`config.mk`:
```
export PLATFORM = sky130hd
export DESIGN_NAME = time_counter_param
export DESIGN_NICKNAME = d
export VERILOG_FILES = /design/src/rtl/time_counter_param.sv
export SDC_FILE = /design/constraint.sdc
export NUM_CORES = 1
export LEC_CHECK = 0
export BUFFER_PORTS_ARGS = -buffer_cell sky130_fd_sc_hd__buf_2
export CAP_MARGIN = 20
export CORE_MARGIN = 8
export CORE_UTILIZATION = 54
export DETAILED_ROUTE_END_ITERATION = 7
export PLACE_DENSITY = 0.77
export SYNTH_ARGS = -nofsm -noshare
export SYNTH_HDL_FRONTEND = slang
export SYNTH_SLANG_ARGS = --single-unit
```
`constraint.sdc`:
```
create_clock -name clk -period 4.4 [get_ports clk]
set_input_delay 0.66 -clock clk [delete_from_list [all_inputs] [get_ports clk]]
set_output_delay 0.66 -clock clk [all_outputs]
set_load 0.03 [all_outputs]
```
`src/rtl/time_counter_param.sv`:
```
// time_counter_param
//   Divides clk to a one-second tick and keeps an hours:minutes:seconds count.
//   Counts up as a stopwatch or down as a countdown timer. It also has a
//   synchronous preset load and a sticky expiry flag.
//
// Ports
//   clk        system clock, all state on the rising edge
//   reset      asynchronous, active-low clear
//   startStop  level input; each rising edge toggles the run flag
//   mode       0 = count up, 1 = count down (applied at the next tick)
//   load       synchronous preset strobe
//   preset_s/m/h  preset values; minutes/seconds saturate at 59, hours at HOURS_MAX-1
//   seconds/minutes/hours  current time, binary
//   running    run flag
//   sec_tick   one-cycle pulse per counted second
//   expired    sticky countdown-complete flag (cleared by load or reset)
module time_counter_param #(
    parameter int TICKS_PER_SEC = 250,
    parameter int HOURS_MAX     = 24,
    parameter int W             = 8
) (
    input  logic         clk,
    input  logic         reset,
    input  logic         startStop,
    input  logic         mode,
    input  logic         load,
    input  logic [W-1:0] preset_s,
    input  logic [W-1:0] preset_m,
    input  logic [W-1:0] preset_h,
    output logic [W-1:0] seconds,
    output logic [W-1:0] minutes,
    output logic [W-1:0] hours,
    output logic         running,
    output logic         sec_tick,
    output logic         expired
);

    localparam int            PW       = $clog2(TICKS_PER_SEC);
    localparam logic [PW-1:0] PRESC_TC = PW'(TICKS_PER_SEC - 1);
    localparam logic [W-1:0]  MS_TOP   = W'(59);
    localparam logic [W-1:0]  H_TOP    = W'(HOURS_MAX - 1);

    logic          ss_q, ss_d;
    logic          ss_prev_q, ss_prev_d;
    logic [PW-1:0] presc_q, presc_d;
    logic [W-1:0]  sec_q, sec_d;
    logic [W-1:0]  min_q, min_d;
    logic [W-1:0]  hr_q, hr_d;
    logic          running_q, running_d;
    logic          sec_tick_q, sec_tick_d;
    logic          expired_q, expired_d;

    logic rise;
    logic tick;
    logic time_zero;
    logic next_zero;
    logic expire_now;

    always_comb begin
        ss_d       = startStop;
        ss_prev_d  = ss_q;
        rise       = ss_q & ~ss_prev_q;
        tick       = running_q && (presc_q == PRESC_TC);
        time_zero  = (sec_q == '0) && (min_q == '0) && (hr_q == '0);

        presc_d    = presc_q;
        sec_d      = sec_q;
        min_d      = min_q;
        hr_d       = hr_q;
        running_d  = running_q;
        sec_tick_d = 1'b0;
        expired_d  = expired_q;
        expire_now = 1'b0;

        if (running_q) begin
            presc_d = tick ? '0 : presc_q + 1'b1;
        end

        if (load) begin
            // Load wins over a tick landing in the same cycle.
            sec_d     = (preset_s > MS_TOP) ? MS_TOP : preset_s;
            min_d     = (preset_m > MS_TOP) ? MS_TOP : preset_m;
            hr_d      = (preset_h > H_TOP)  ? H_TOP  : preset_h;
            presc_d   = '0;
            expired_d = 1'b0;
        end else if (tick) begin
            sec_tick_d = 1'b1;
            if (!mode) begin
                if (sec_q == MS_TOP) begin
                    sec_d = '0;
                    if (min_q == MS_TOP) begin
                        min_d = '0;
                        hr_d  = (hr_q == H_TOP) ? '0 : hr_q + 1'b1;
                    end else begin
                        min_d = min_q + 1'b1;
                    end
                end else begin
                    sec_d = sec_q + 1'b1;
                end
            end else begin
                // Down count never goes below zero; reaching (or sitting at)
                // zero on a tick expires the timer.
                if (time_zero) begin
                    expire_now = 1'b1;
                end else if (sec_q != '0) begin
                    sec_d = sec_q - 1'b1;
                    if ((sec_q == W'(1)) && (min_q == '0) && (hr_q == '0)) begin
                        expire_now = 1'b1;
                    end
                end else begin
                    sec_d = MS_TOP;
                    if (min_q != '0) begin
                        min_d = min_q - 1'b1;
                    end else begin
                        min_d = MS_TOP;
                        hr_d  = hr_q - 1'b1;
                    end
                end
            end
        end

        next_zero = (sec_d == '0) && (min_d == '0) && (hr_d == '0);

        if (expire_now) begin
            expired_d = 1'b1;
            running_d = 1'b0;
        end else if (rise) begin
            // A start in down mode with nothing left to count is refused.
            if (running_q) begin
                running_d = 1'b0;
            end else if (!(mode && next_zero)) begin
                running_d = 1'b1;
            end
        end
    end

    // Edge-detect pair is deliberately not reset: it keeps tracking the pin
    // while reset is held, so a level already high at release is no edge.
    always_ff @(posedge clk) begin
        ss_q      <= ss_d;
        ss_prev_q <= ss_prev_d;
    end

    always_ff @(posedge clk or negedge reset) begin
        if (!reset) begin
            presc_q    <= '0;
            sec_q      <= '0;
            min_q      <= '0;
            hr_q       <= '0;
            running_q  <= 1'b0;
            sec_tick_q <= 1'b0;
            expired_q  <= 1'b0;
        end else begin
            presc_q    <= presc_d;
            sec_q      <= sec_d;
            min_q      <= min_d;
            hr_q       <= hr_d;
            running_q  <= running_d;
            sec_tick_q <= sec_tick_d;
            expired_q  <= expired_d;
        end
    end

    assign seconds  = sec_q;
    assign minutes  = min_q;
    assign hours    = hr_q;
    assign running  = running_q;
    assign sec_tick = sec_tick_q;
    assign expired  = expired_q;

endmodule
```
# Word-level counts from Yosys, hierarchy flattened
# Index checks and enable logic that the tools add are counted.
[totals] ff_bits=37 output_inout_bits=27 wordCells=88 in_bits=29
[op_classes] n_lt_le_gt_ge=3 mux=43 addsub=7 eq_ne=5 bitwise=2 n_reduce_logical=19
[op_table] operator="8-bit two-way mux" n=29
[op_table] operator="8-bit zero test" n=6
[op_table] operator="8-bit by 1-bit adder with 8-bit output, second input constant" n=4
[op_table] operator="8-bit by 1-bit subtractor with 8-bit output, second input constant" n=3
[op_table] operator="8-bit by 6-bit equality test with 1-bit output, second input constant" n=2
[op_table] operator="8-bit by 6-bit > comparator with 1-bit output, second input constant" n=2
[op_table] operator="8-bit nonzero test" n=2
[op_table] operator="1-bit two-way mux" n=14
[op_table] operator="8-bit by 1-bit equality test with 1-bit output, second input constant" n=1
[op_table] operator="8-bit by 5-bit equality test with 1-bit output, second input constant" n=1
[op_table] operator="8-bit equality test, second input constant" n=1
[op_table] operator="8-bit by 5-bit > comparator with 1-bit output, second input constant" n=1
[op_table] operator="1-bit logical AND" n=8
[op_table] operator="2-bit nonzero test" n=3
[op_table] operator="1-bit bitwise AND" n=1
[op_table] operator="1-bit inverter" n=1

# Logic depth before layout (Yosys ltp)
# Gate-level depths: netlist of the first run.
[depth] word_depth=15 ltp_mapped=12 depth_no_buf=11

# Worst setup path after synthesis of the first run
# Ideal clock, no wire load.
[synth_path] path_kind="register to register" startpoint="register sec_q[6], in the netlist seconds[6]" endpoint="register running_q, in the netlist running" n_path_buf=2 synth_period_minus_slack_ns=3.296 setup_ns=0.133 required_time_ns=4.267 t_arrival_ns=3.163 path_stages_with_launch=11 slack_ns=1.104 path_cell_list="dfrtp_1 buf_6 or4b_4 buf_6 or4_4 o31ai_2 a21oi_1 o32a_1 or4_1 nor4b_2 a31oi_1"
[synth_via] elab_cells_between_ends=45 classes_between="add/sub (2); eq/ne (2); mux (28); reduce/logical (13)"
[synth_rtl] item="from (decl)" line_no="46" source="logic [W-1:0] sec_q, sec_d;"
[synth_rtl] item="from (signal assigned)" line_no="147" source="sec_q <= '0;"
[synth_rtl] item="from (signal assigned)" line_no="155" source="sec_q <= sec_d;"
[synth_rtl] item="8-bit zero test" line_no="64" source="time_zero = (sec_q == '0) && (min_q == '0) && (hr_q == '0);"
[synth_rtl] item="1-bit logical AND (2 in a row)" line_no="64"
[synth_rtl] item="8-bit two-way mux" line_no="103" source="if (time_zero) begin"
[synth_rtl] item="8-bit two-way mux *" line_no="88" source="if (!mode) begin"
[synth_rtl] item="8-bit two-way mux *" line_no="86" source="end else if (tick) begin"
[synth_rtl] item="8-bit two-way mux *" line_no="79" source="if (load) begin"
[synth_rtl] item="net hr_d[1]" line_no="48" source="logic [W-1:0] hr_q, hr_d;"
[synth_rtl] item="8-bit zero test *" line_no="122" source="next_zero = (sec_d == '0) && (min_d == '0) && (hr_d == '0);"
[synth_rtl] item="1-bit logical AND *" line_no="122"
[synth_rtl] item="1-bit logical AND *" line_no="131" source="end else if (!(mode && next_zero)) begin"
[synth_rtl] item="1-bit two-way mux *" line_no="131"
[synth_rtl] item="1-bit two-way mux *" line_no="129" source="if (running_q) begin"
[synth_rtl] item="1-bit two-way mux *" line_no="127" source="end else if (rise) begin"
[synth_rtl] item="1-bit two-way mux *" line_no="124" source="if (expire_now) begin"
[synth_rtl] item="to (signal assigned)" line_no="158" source="running_q <= running_d;"
[synth_rtl] item="to (decl)" line_no="49" source="logic running_q, running_d;"
# Mark *: on every way through the listed nets, which the timed path passes. The rest lies on a longest branch. The select of a mux whose other input is x is not followed.
# A chain may end at the register's enable or synchronous reset.

# Final worst setup path of the first run
[layout_path] startpoint="register sec_q[3], in the netlist seconds[3]" endpoint="register running_q, in the netlist running"
[layout_via] elab_chain_cells=15 elab_cells_between_ends=45 classes_between="add/sub (2); eq/ne (2); mux (28); reduce/logical (13)"
[layout_rtl] item="8-bit zero test" line_no="64"
[layout_rtl] item="1-bit logical AND (2 in a row)" line_no="64"
[layout_rtl] item="8-bit two-way mux" line_no="103"
[layout_rtl] item="8-bit two-way mux *" line_no="88"
[layout_rtl] item="8-bit two-way mux *" line_no="86"
[layout_rtl] item="8-bit two-way mux *" line_no="79"
[layout_rtl] item="net min_d[2]" line_no="47" source="logic [W-1:0] min_q, min_d;"
[layout_rtl] item="8-bit zero test *" line_no="122"
[layout_rtl] item="1-bit logical AND * (2 in a row)" line_no="122"
[layout_rtl] item="1-bit logical AND *" line_no="131"
[layout_rtl] item="1-bit two-way mux *" line_no="131"
[layout_rtl] item="1-bit two-way mux *" line_no="129"
[layout_rtl] item="1-bit two-way mux *" line_no="127"
[layout_rtl] item="1-bit two-way mux *" line_no="124"
# Marked as above.

==> results of run 1 <==
[worst min-delay path by stage]
stage                                    to  slack, ps  cells past startpoint
after floorplan           ss_prev_q$_DFF_P_        330                      0
after global placement    ss_prev_q$_DFF_P_        340                      0
after detailed placement  ss_prev_q$_DFF_P_        350                      0
after CTS                 ss_prev_q$_DFF_P_        360                      0
after global routing      ss_prev_q$_DFF_P_        370                      0
final                     ss_prev_q$_DFF_P_        360                      0
[cell usage after synthesis, drive strengths merged, types with 6 or more instances]
cell type,count,area share
or3,13,0.024
dfrtp,35,0.26
inv,13,0.015
clkbuf,26,0.029
or4,12,0.028
o211ai,6,0.014
nor3,13,0.020
o21ai,16,0.024
o22ai,8,0.015
nor2,43,0.048
nand3,18,0.027
a31oi,13,0.024
nor4,11,0.029
a21oi,25,0.038
nor4b,8,0.025
nand2,35,0.039
nand4,17,0.032
buf,8,0.015
ha,10,0.038
[cell families after synthesis]
group	share of synthesized area
compound gates	0.258
xor+xnor	0.0184
fa+ha+maj	0.0376
buf+inv	0.0597
flops	0.275
mux	0.0128
simple gates	0.339
[power by group through the flow]
stage / sequential, uW / combinational, uW / clock, uW
2_1_floorplan: 428 / 186 / 0
3_3_place_gp: 425 / 277 / 0
3_5_place_dp: 427 / 280 / 0
4_1_cts: 421 / 282 / 318
5_1_grt: 430 / 310 / 328
6_report: 422 / 286 / 312
[flip-flops by register name (all words and copies together) (netlist names)]
name and cells:
ss_prev_d 1, minutes 8, presc_q 8, ss_prev_q 1, seconds 8, hours 8
expired 1, sec_tick 1, running 1
[layer usage]
layer	up-vias	track usage	routed length [um]
li1	1740	-	-
met1	1747	0.343	4610
met2	291	0.397	4960
met3	46	0.0532	1380
met4	0	0.101	473
met5	-	0	0
[through the flow]
step / power [uW] / area (um^2) / utilization / instances / setup WS, ps
3_5_place_dp: 707 / 3630 / 0.609 / 533 / 664
3_3_place_gp: 702 / 3630 / 0.609 / 533 / 748
4_1_cts: 1020 / 3740 / 0.629 / 541 / 599
5_1_grt: 1070 / 3740 / 0.629 / 541 / 343
6_report: 1020 / 3740 / 0.629 / 541 / 525
2_1_floorplan: 615 / 3330 / - / 427 / 1100
[cell type report]
cell class,count,area share
Clock buffer,5,0.0184
Multi-Input combinational cell,342,0.592
Clock inverter,3,0.0124
Sequential cell,37,0.245
Timing Repair Buffer,65,0.0936
Tap cell,75,0.0251
Inverter,14,0.0140
[critical path, cell delays in order (launching register included)]
cell and delay [ps]:
dfrtp_1 680, or4b_4 610, nor4_4 710, or2_2 260, o221ai_2 120, or4_1 470, or4_1 470, nor4_1 270
a31oi_1 130
==> reports/results.tsv, run 1 <==
metric	value	unit
clock-pin slew on the worst setup and hold paths	90	ps
WP data required	4570	ps
Num CTS Buffers	5	
Final HPWL DP	8270	um
First-pass DRT Iterations	5	
Cell Area, Synth	3330	um^2
max cap viols	0	
H-tree levels	2	
Synth Warn #	0	
sequential power share	0.414	
Final min period	3870	ps
Routed WL per cell	21.1	um
CP startpoint	seconds[3]$_DFF_PN0_	
# DRC	0	
reg2reg setup slack	530	ps
synthesized area per cell	7.80	um^2
Port Buf Inserts	55	
RR Startpoint	seconds[3]$_DFF_PN0_	
Clock Latency Late Sink	300	ps
initial DRC count	372	
crit end category	flop	
Fin. Hold Viols	0	
Area Overhead vs Synth	12.4	%
Reg area	916	um^2
CTS tree	done	
R2R depth	8	
post-route ant nets	0	
register area share after synthesis	0.275	
Final Max Slew Viols	0	
fin crit share	0.881	
Startpoint Class	flop	
Die Ht	94.6	um
Yosys reg bits	37	
commonest cells after routing, fill and taps aside	55 x buf_2, 43 x nor2_1, 35 x nand2_1, 35 x dfrtp_1, 25 x a21oi_1	
via count	3824	
P_sw	384	uW
area occupied by multi-input gates	2220	um^2
RSZ-0062 raised after global routing	false	
total gr overflow	0	
Comb pwr share	0.281	
Total GRT Usage	0.257	
Die ar.	8940	um^2
post-layout net count	504	
Critical R2R Capture	running$_DFFE_PN0P_	
Initial Utilization	0.559	
clock root buffer	clkbuf_8	
Post-CTS Hold Buffers	0	
most common cell after layout, fill and taps aside	buf_2	
pwr/cell area	272	nW/um^2
Clk pwr share	0.305	
FFs w/ async S/R, synth	0.946	
initial antenna violation count	0	
Die Wd	94.6	um
Leak	0.00142	uW
crit path max fanout	18	
peak supply drop	0.000208	V
GP Congestion	0.990	
Setup crit end	running$_DFFE_PN0P_	
FILL cells	551	
I/O pin count	56	
drt total wl	11400	um
ys flop type	dfrtp_1	
global-route wire length before repair	18400	um
Post-synth EDFFs	0	
vias in the first global route	3549	
Synth Instances	427	
Hold Startpoint	ss_prev_d$_DFF_P_	
largest net degree at the start of global routing	36	
Hold WS	362	ps
row count	28	
cts repair resizes	0	
setup TNS	0	ps
Worst Path Arrival	4050	ps
vias per inst	7.07	
switch share	0.376	
worst min-delay path class	reg2reg	
clk sinks	37	
status	finished clean	
Mapped Nets	466	
slew margin rel.	0.443	
share of cells above drive strength 1	0.195	
Yosys cell types	70	
Internal Power	637	uW
Core ar.	5960	um^2
crit path kind	reg2reg	
worst-case clock skew	12.0	ps
Final Setup Violations	0	
post-CTS setup buffers	0	
Max Buffers Root-to-Sink	2	
Least-Margin Pin Slew	836	ps
fmax	258	MHz
Antenna Diode Count	0	
(Power assumes the default switching activity.)
==> run 2: changes to the inputs <==
--- a/config.mk
+++ b/config.mk
@@ -10,7 +10,7 @@
 export CORE_MARGIN = 8
 export CORE_UTILIZATION = 54
 export DETAILED_ROUTE_END_ITERATION = 7
-export PLACE_DENSITY = 0.77
+export PLACE_DENSITY = 0.8
 export SYNTH_ARGS = -nofsm -noshare
 export SYNTH_HDL_FRONTEND = slang
 export SYNTH_SLANG_ARGS = --single-unit
==> run 2 against run 1 <==
Non-clock buffer count rose by 1. Register-to-register slack barely moved. Design area did not move. Hold slack got worse by 2.3 ps. Fmax barely moved. Power fell by 1.0%. Sequential power rose by 2%. Count of clock-buffer cells in the layout rose by 1. Clock power fell by 4%. Largest cell class unchanged.
==> reports/results.tsv, run 2 (synthesis results as in run 1) <==
metric	value	unit	change
fmax	258	MHz	about the same
clock root buffer	clkbuf_8		unchanged
switch share	0.373		was 0.376
reg2reg setup slack	520	ps	was 530 ps
H-tree levels	2		unchanged
GP Congestion	1.02		was 0.990
cts repair resizes	0		unchanged
crit path max fanout	18		unchanged
Num CTS Buffers	5		unchanged
First-pass DRT Iterations	5		unchanged
area occupied by multi-input gates	2220	um^2	unchanged
commonest cells after routing, fill and taps aside	55 x buf_2, 43 x nor2_1, 35 x nand2_1, 35 x dfrtp_1, 25 x a21oi_1		unchanged
Core Util, Final	0.629		unchanged
P_sw	377	uW	was 384 uW
clock-pin slew on the worst setup and hold paths	80	ps	was 90 ps
setup TNS	0	ps	unchanged
CTS tree	done		unchanged
Comb pwr share	0.275		was 0.281
Final Setup Violations	0		unchanged
Clock Latency Late Sink	300	ps	about the same
Total GRT Usage	0.267		was 0.257
Setup crit end	running$_DFFE_PN0P_		unchanged
Die ar.	8940	um^2	unchanged
status	finished clean		unchanged
pwr/cell area	270	nW/um^2	was 272 nW/um^2
via count	3879		was 3,824
slowest stage cell, crit path	nor4_4		unchanged
Least-Margin Pin Slew	816	ps	was 836 ps
WP data required	4570	ps	about the same
largest net degree at the start of global routing	36		unchanged
sequential power share	0.428		was 0.414
worst min-delay path class	reg2reg		unchanged
total gr overflow	0		unchanged
Post-CTS Hold Buffers	0		unchanged
crit end category	flop		unchanged
initial antenna violation count	0		unchanged
Routed WL per cell	21.5	um	was 21.1 um
vias per inst	7.16		was 7.07
Initial Utilization	0.559		unchanged
RR Startpoint	seconds[3]$_DFF_PN0_		unchanged
Startpoint Class	flop		unchanged
CP startpoint	seconds[3]$_DFF_PN0_		unchanged
clk sinks	37		unchanged
Final HPWL DP	8470	um	was 8270 um
Internal Power	633	uW	was 637 uW
RSZ-0062 raised after global routing	false		unchanged
FILL cells	551		unchanged
Reg area	916	um^2	unchanged
share of cells above drive strength 1	0.195		about the same
fin crit share	0.881		about the same
Final min period	3880	ps	was 3870 ps
Max Buffers Root-to-Sink	2		unchanged
critical path cell sequence	or4b_4 -> nor4_4 -> or2_2 -> o221ai_2 -> or4_1 -> or4_1 -> nor4_1 -> a31oi_1		unchanged
Port Buf Inserts	55		unchanged
post-route ant nets	0		unchanged
peak supply drop	0.000189	V	was 0.000208 V
max cap viols	0		unchanged
global-route wire length before repair	19200	um	was 18,400 um
post-CTS setup buffers	0		unchanged
crit path kind	reg2reg		unchanged
Die Wd	94.6	um	unchanged
I/O pin count	56		unchanged
slew margin rel.	0.456		was 0.443
Leak	0.00142	uW	about the same
initial DRC count	457		was 372
# DRC	0		unchanged
post-layout net count	505		was 504
Final Max Slew Viols	0		unchanged
Area Overhead vs Synth	12.4	%	unchanged
row count	28		unchanged
Die Ht	94.6	um	unchanged
R2R depth	8		unchanged
most common cell after layout, fill and taps aside	buf_2		unchanged
Hold WS	359	ps	was 362 ps
vias in the first global route	3636		was 3,549
drt total wl	11600	um	was 11,400 um
Worst Path Arrival	4050	ps	about the same
Clk pwr share	0.297		was 0.305
Hold Startpoint	ss_prev_d$_DFF_P_		unchanged
worst-case clock skew	9.98	ps	was 12.0 ps
Antenna Diode Count	0		unchanged
Core ar.	5960	um^2	unchanged
Fin. Hold Viols	0		unchanged
most used cell, CP	or4_1		unchanged
Critical R2R Capture	running$_DFFE_PN0P_		unchanged
CP peak stage delay	720	ps	was 710 ps
==> run 2: cell types whose count changed in the layout (fill, tap and decap cells not counted) <==
| cell | previous run | this run |
|---|---|---|
| buf_4 | 10 | 11 |
| clkbuf_1 | 0 | 1 |
| clkinv_2 | 0 | 1 |
| clkinv_4 | 1 | 0 |
| clkinvlp_4 | 1 | 0 |
==> run 2: worst min-delay path by stage <==
stage                        endpoint  slack, ps  cells after the start
detailed placement  ss_prev_q$_DFF_P_        350                      0
CTS                 ss_prev_q$_DFF_P_        360                      0
floorplan           ss_prev_q$_DFF_P_        330                      0
finish              ss_prev_q$_DFF_P_        360                      0
global route        ss_prev_q$_DFF_P_        370                      0
global placement    ss_prev_q$_DFF_P_        340                      0
==> run 2: per-layer routing <==
metal,up-vias,global-route usage,wire (um)
met3,36,0.0508,1360
met4,0,0.113,331
met5,-,0,0
li1,1736,-,-
met2,288,0.395,5160
met1,1819,0.369,4790
==> run 2: layout make-up <==
type                    instances  area share
multi-input cells             342       0.592
flip-flops and latches         37       0.245
repair buffers                 66      0.0956
well taps                      75      0.0251
clock buffers                   6      0.0194
inverters                      14      0.0140
clock inverters                 2     0.00936
==> run 2: power groups by stage <==
stage               clock network (uW)  registers (uW)  logic (uW)
CTS                                300             429         274
global route                       312             438         302
floorplan                            0             428         186
detailed placement                   0             435         272
finish                             300             432         278
global placement                     0             432         270
==> run 2: through the flow <==
step	instance area [um^2]	std cells	power, uW	setup WS [ps]
after floorplan	3330	427	615	1100
after CTS	3740	542	1000	623
after detailed placement	3640	534	707	655
after global placement	3640	534	703	677
final	3740	542	1010	524
after global routing	3740	542	1050	348
==> run 2: worst max-delay path, delay by kind of cell, from the launching register on <==
| family | cells | cell delay [ps] |
|---|---|---|
| DFF | 1 | 690 |
| and+or+nand+nor | 6 | 2830 |
| AOI/OAI and AO/OA | 2 | 220 |
==> run 3: changes to the inputs <==
==> config.mk (replaced) <==
export PLATFORM = sky130hd
export DESIGN_NAME = time_counter_param
export DESIGN_NICKNAME = d
export VERILOG_FILES = /design/src/rtl/time_counter_param.sv
export SDC_FILE = /design/constraint.sdc
export NUM_CORES = 1
export LEC_CHECK = 0
export CAP_MARGIN = 20
export CORE_MARGIN = 8
export CORE_UTILIZATION = 54
export CTS_BUF_LIST = sky130_fd_sc_hd__clkbuf_2 sky130_fd_sc_hd__clkbuf_4 sky130_fd_sc_hd__clkbuf_8
export DETAILED_ROUTE_END_ITERATION = 7
export DONT_BUFFER_PORTS = 1
export PLACE_DENSITY = 0.72
export SYNTH_ARGS = -nofsm -noshare
export SYNTH_HDL_FRONTEND = slang
export SYNTH_SLANG_ARGS = --single-unit
==> run 3 against run 2 <==
Critical path type unchanged. Design area fell by 5.4%. Power is 3.3% lower. Sequential share of layout area increased by 1.4 points. Non-clock buffer count decreased by 46. Largest cell class unchanged. Sequential cell count is the same. Via count is 8.1% lower. Critical path depth rose by 2. Wire length down 5.8%. Cell count shrank 8.5%. Register-to-register slack worse by 270 ps. Hold slack lost 310 ps. Global-route usage down 1.5 points.
==> reports/results.tsv, run 3 (synthesis results as in run 1) <==
metric	value	unit	change
most used cell, CP	nor4b_2		was or4_1
Comb pwr share	0.253		was 0.275
peak supply drop	0.000169	V	was 0.000189 V
Post-CTS Hold Buffers	0		unchanged
First-pass DRT Iterations	5		unchanged
post-layout net count	459		was 505
Final Max Slew Viols	0		unchanged
status	finished clean		unchanged
worst min-delay path class	in2async		was reg2reg
FILL cells	565		was 551
R2R depth	10		was 8
share of cells above drive strength 1	0.109		was 0.195
largest net degree at the start of global routing	42		was 36
Port Buf Inserts	0		was 55
H-tree levels	2		unchanged
global-route wire length before repair	17900	um	was 19,200 um
initial DRC count	407		was 457
Antenna Diode Count	0		unchanged
Die ar.	8940	um^2	unchanged
slowest stage cell, crit path	nor4b_2		was nor4_4
Startpoint Class	flop		unchanged
row count	28		unchanged
Die Wd	94.6	um	unchanged
Final min period	4150	ps	was 3880 ps
Die Ht	94.6	um	unchanged
CP peak stage delay	650	ps	was 720 ps
commonest cells after routing, fill and taps aside	43 x nor2_1, 35 x nand2_1, 35 x dfrtp_1		was 55 x buf_2, 43 x nor2_1, 35 x nand2_1, 35 x dfrtp_1, 25 x a21oi_1
crit end category	flop		unchanged
drt total wl	11000	um	was 11,600 um
slew margin rel.	0.476		was 0.456
clock root buffer	clkbuf_8		unchanged
Clock Latency Late Sink	300	ps	about the same
setup TNS	0	ps	unchanged
WP data required	4570	ps	about the same
Final Setup Violations	0		unchanged
Crit path depth	10		was 8
clock-pin slew on the worst setup and hold paths	80	ps	about the same
pwr/cell area	276	nW/um^2	was 270 nW/um^2
Core ar.	5960	um^2	unchanged
Area Overhead vs Synth	6.27	%	was 12.4%
I/O pin count	56		unchanged
max cap viols	0		unchanged
Initial Utilization	0.559		unchanged
# DRC	0		unchanged
cts repair resizes	0		unchanged
CTS tree	done		unchanged
fmax	241	MHz	was 258 MHz
Clk pwr share	0.309		was 0.297
critical path cell sequence	inv_1 -> ha_1 -> nor4b_2 -> nand4_1 -> o31ai_2 -> a21oi_1 -> o32a_1 -> or4_1 -> nor4b_2 -> a31oi_1		was or4b_4 -> nor4_4 -> or2_2 -> o221ai_2 -> or4_1 -> or4_1 -> nor4_1 -> a31oi_1
crit path kind	reg2reg		unchanged
clk sinks	37		unchanged
post-route ant nets	0		unchanged
Fin. Hold Viols	0		unchanged
total gr overflow	0		unchanged
Final HPWL DP	8040	um	was 8470 um
GP Congestion	0.977		was 1.02
vias in the first global route	3295		was 3,636
fin crit share	0.942		was 0.881
Hold WS	44.5	ps	was 359 ps
Least-Margin Pin Slew	784	ps	was 816 ps
initial antenna violation count	0		unchanged
via count	3565		was 3,879
Buffers & Inverters on Critical Path	1		was 0
switch share	0.353		was 0.373
Total GRT Usage	0.252		was 0.267
Num CTS Buffers	5		unchanged
Leak	0.00125	uW	was 0.00142 uW
vias per inst	7.19		was 7.16
Internal Power	632	uW	was 633 uW
post-CTS setup buffers	0		unchanged
P_sw	344	uW	was 377 uW
cell family with most CP delay	simple AND/OR/NAND/NOR gates		unchanged
Worst Path Arrival	4310	ps	was 4050 ps
worst-case clock skew	10.7	ps	was 9.98 ps
Max Buffers Root-to-Sink	2		unchanged
Routed WL per cell	22.1	um	was 21.5 um
crit path max fanout	8		was 18
most common cell after layout, fill and taps aside	nor2_1		was buf_2
sequential power share	0.438		was 0.428
RSZ-0062 raised after global routing	false		unchanged
==> run 3: cell types whose count changed in the layout (fill, tap and decap cells not counted) <==
cell and delta:
buf_2 -55, buf_4 +9, clkbuf_1 -1, clkbuf_4 +1
==> run 3: power by group through the flow <==
| stage | Sequential (uW) | Clock (uW) | Combinational [uW] |
|---|---|---|---|
| finish | 428 | 302 | 247 |
| global route | 433 | 324 | 273 |
| CTS | 426 | 310 | 244 |
| detailed placement | 433 | 0 | 242 |
| global placement | 433 | 0 | 240 |
| floorplan | 428 | 0 | 186 |
==> run 3: final timing paths <==
path                                       from                     end  slack, ps
min                                       reset    seconds[5]$_DFF_PN0_         40
max in group asynchronous                 reset  presc_q[7]$_DFFE_PN0P_       4260
max                        seconds[1]$_DFF_PN0_     running$_DFFE_PN0P_        250
max reg2reg                seconds[1]$_DFF_PN0_     running$_DFFE_PN0P_        250
min reg2reg                   ss_prev_d$_DFF_P_       ss_prev_q$_DFF_P_        360
min in group clk              ss_prev_d$_DFF_P_       ss_prev_q$_DFF_P_        360
==> run 3: routing by layer <==
layer	vias up	GRT usage	wire, um
li1	1645	-	-
met1	1678	0.354	4520
met2	223	0.369	4840
met3	19	0.0659	1360
met4	0	0.0715	236
met5	-	0	0
==> run 3: stage by stage <==
step / cells / setup WS (ps) / power (uW) / util / area, um^2
after floorplan: 427 / 1100 / 615 / - / 3330
after global placement: 488 / 470 / 673 / 0.576 / 3430
after detailed placement: 488 / 356 / 675 / 0.576 / 3430
after CTS: 496 / 357 / 980 / 0.595 / 3540
after global routing: 496 / 43.0 / 1030 / 0.595 / 3540
final: 496 / 254 / 976 / 0.595 / 3540
==> run 3: area by class of cell <==
type / instances / area (um^2) / share of cell area
inverter: 14 / 52.6 / 0.0148
clock buffer: 6 / 76.3 / 0.0216
sequential: 37 / 916 / 0.259
clock inverter: 2 / 35.0 / 0.00989
tap: 75 / 93.8 / 0.0265
timing repair buffer: 20 / 150 / 0.0424
multi-input combinational: 342 / 2220 / 0.626
==> run 3: worst register-to-register path, stage by stage (launching register included) <==
cell	delay [ps]
dfrtp_1	550
inv_1	210
ha_1	210
nor4b_2	650
nand4_1	500
o31ai_2	370
a21oi_1	120
o32a_1	340
or4_1	550
nor4b_2	370
a31oi_1	140
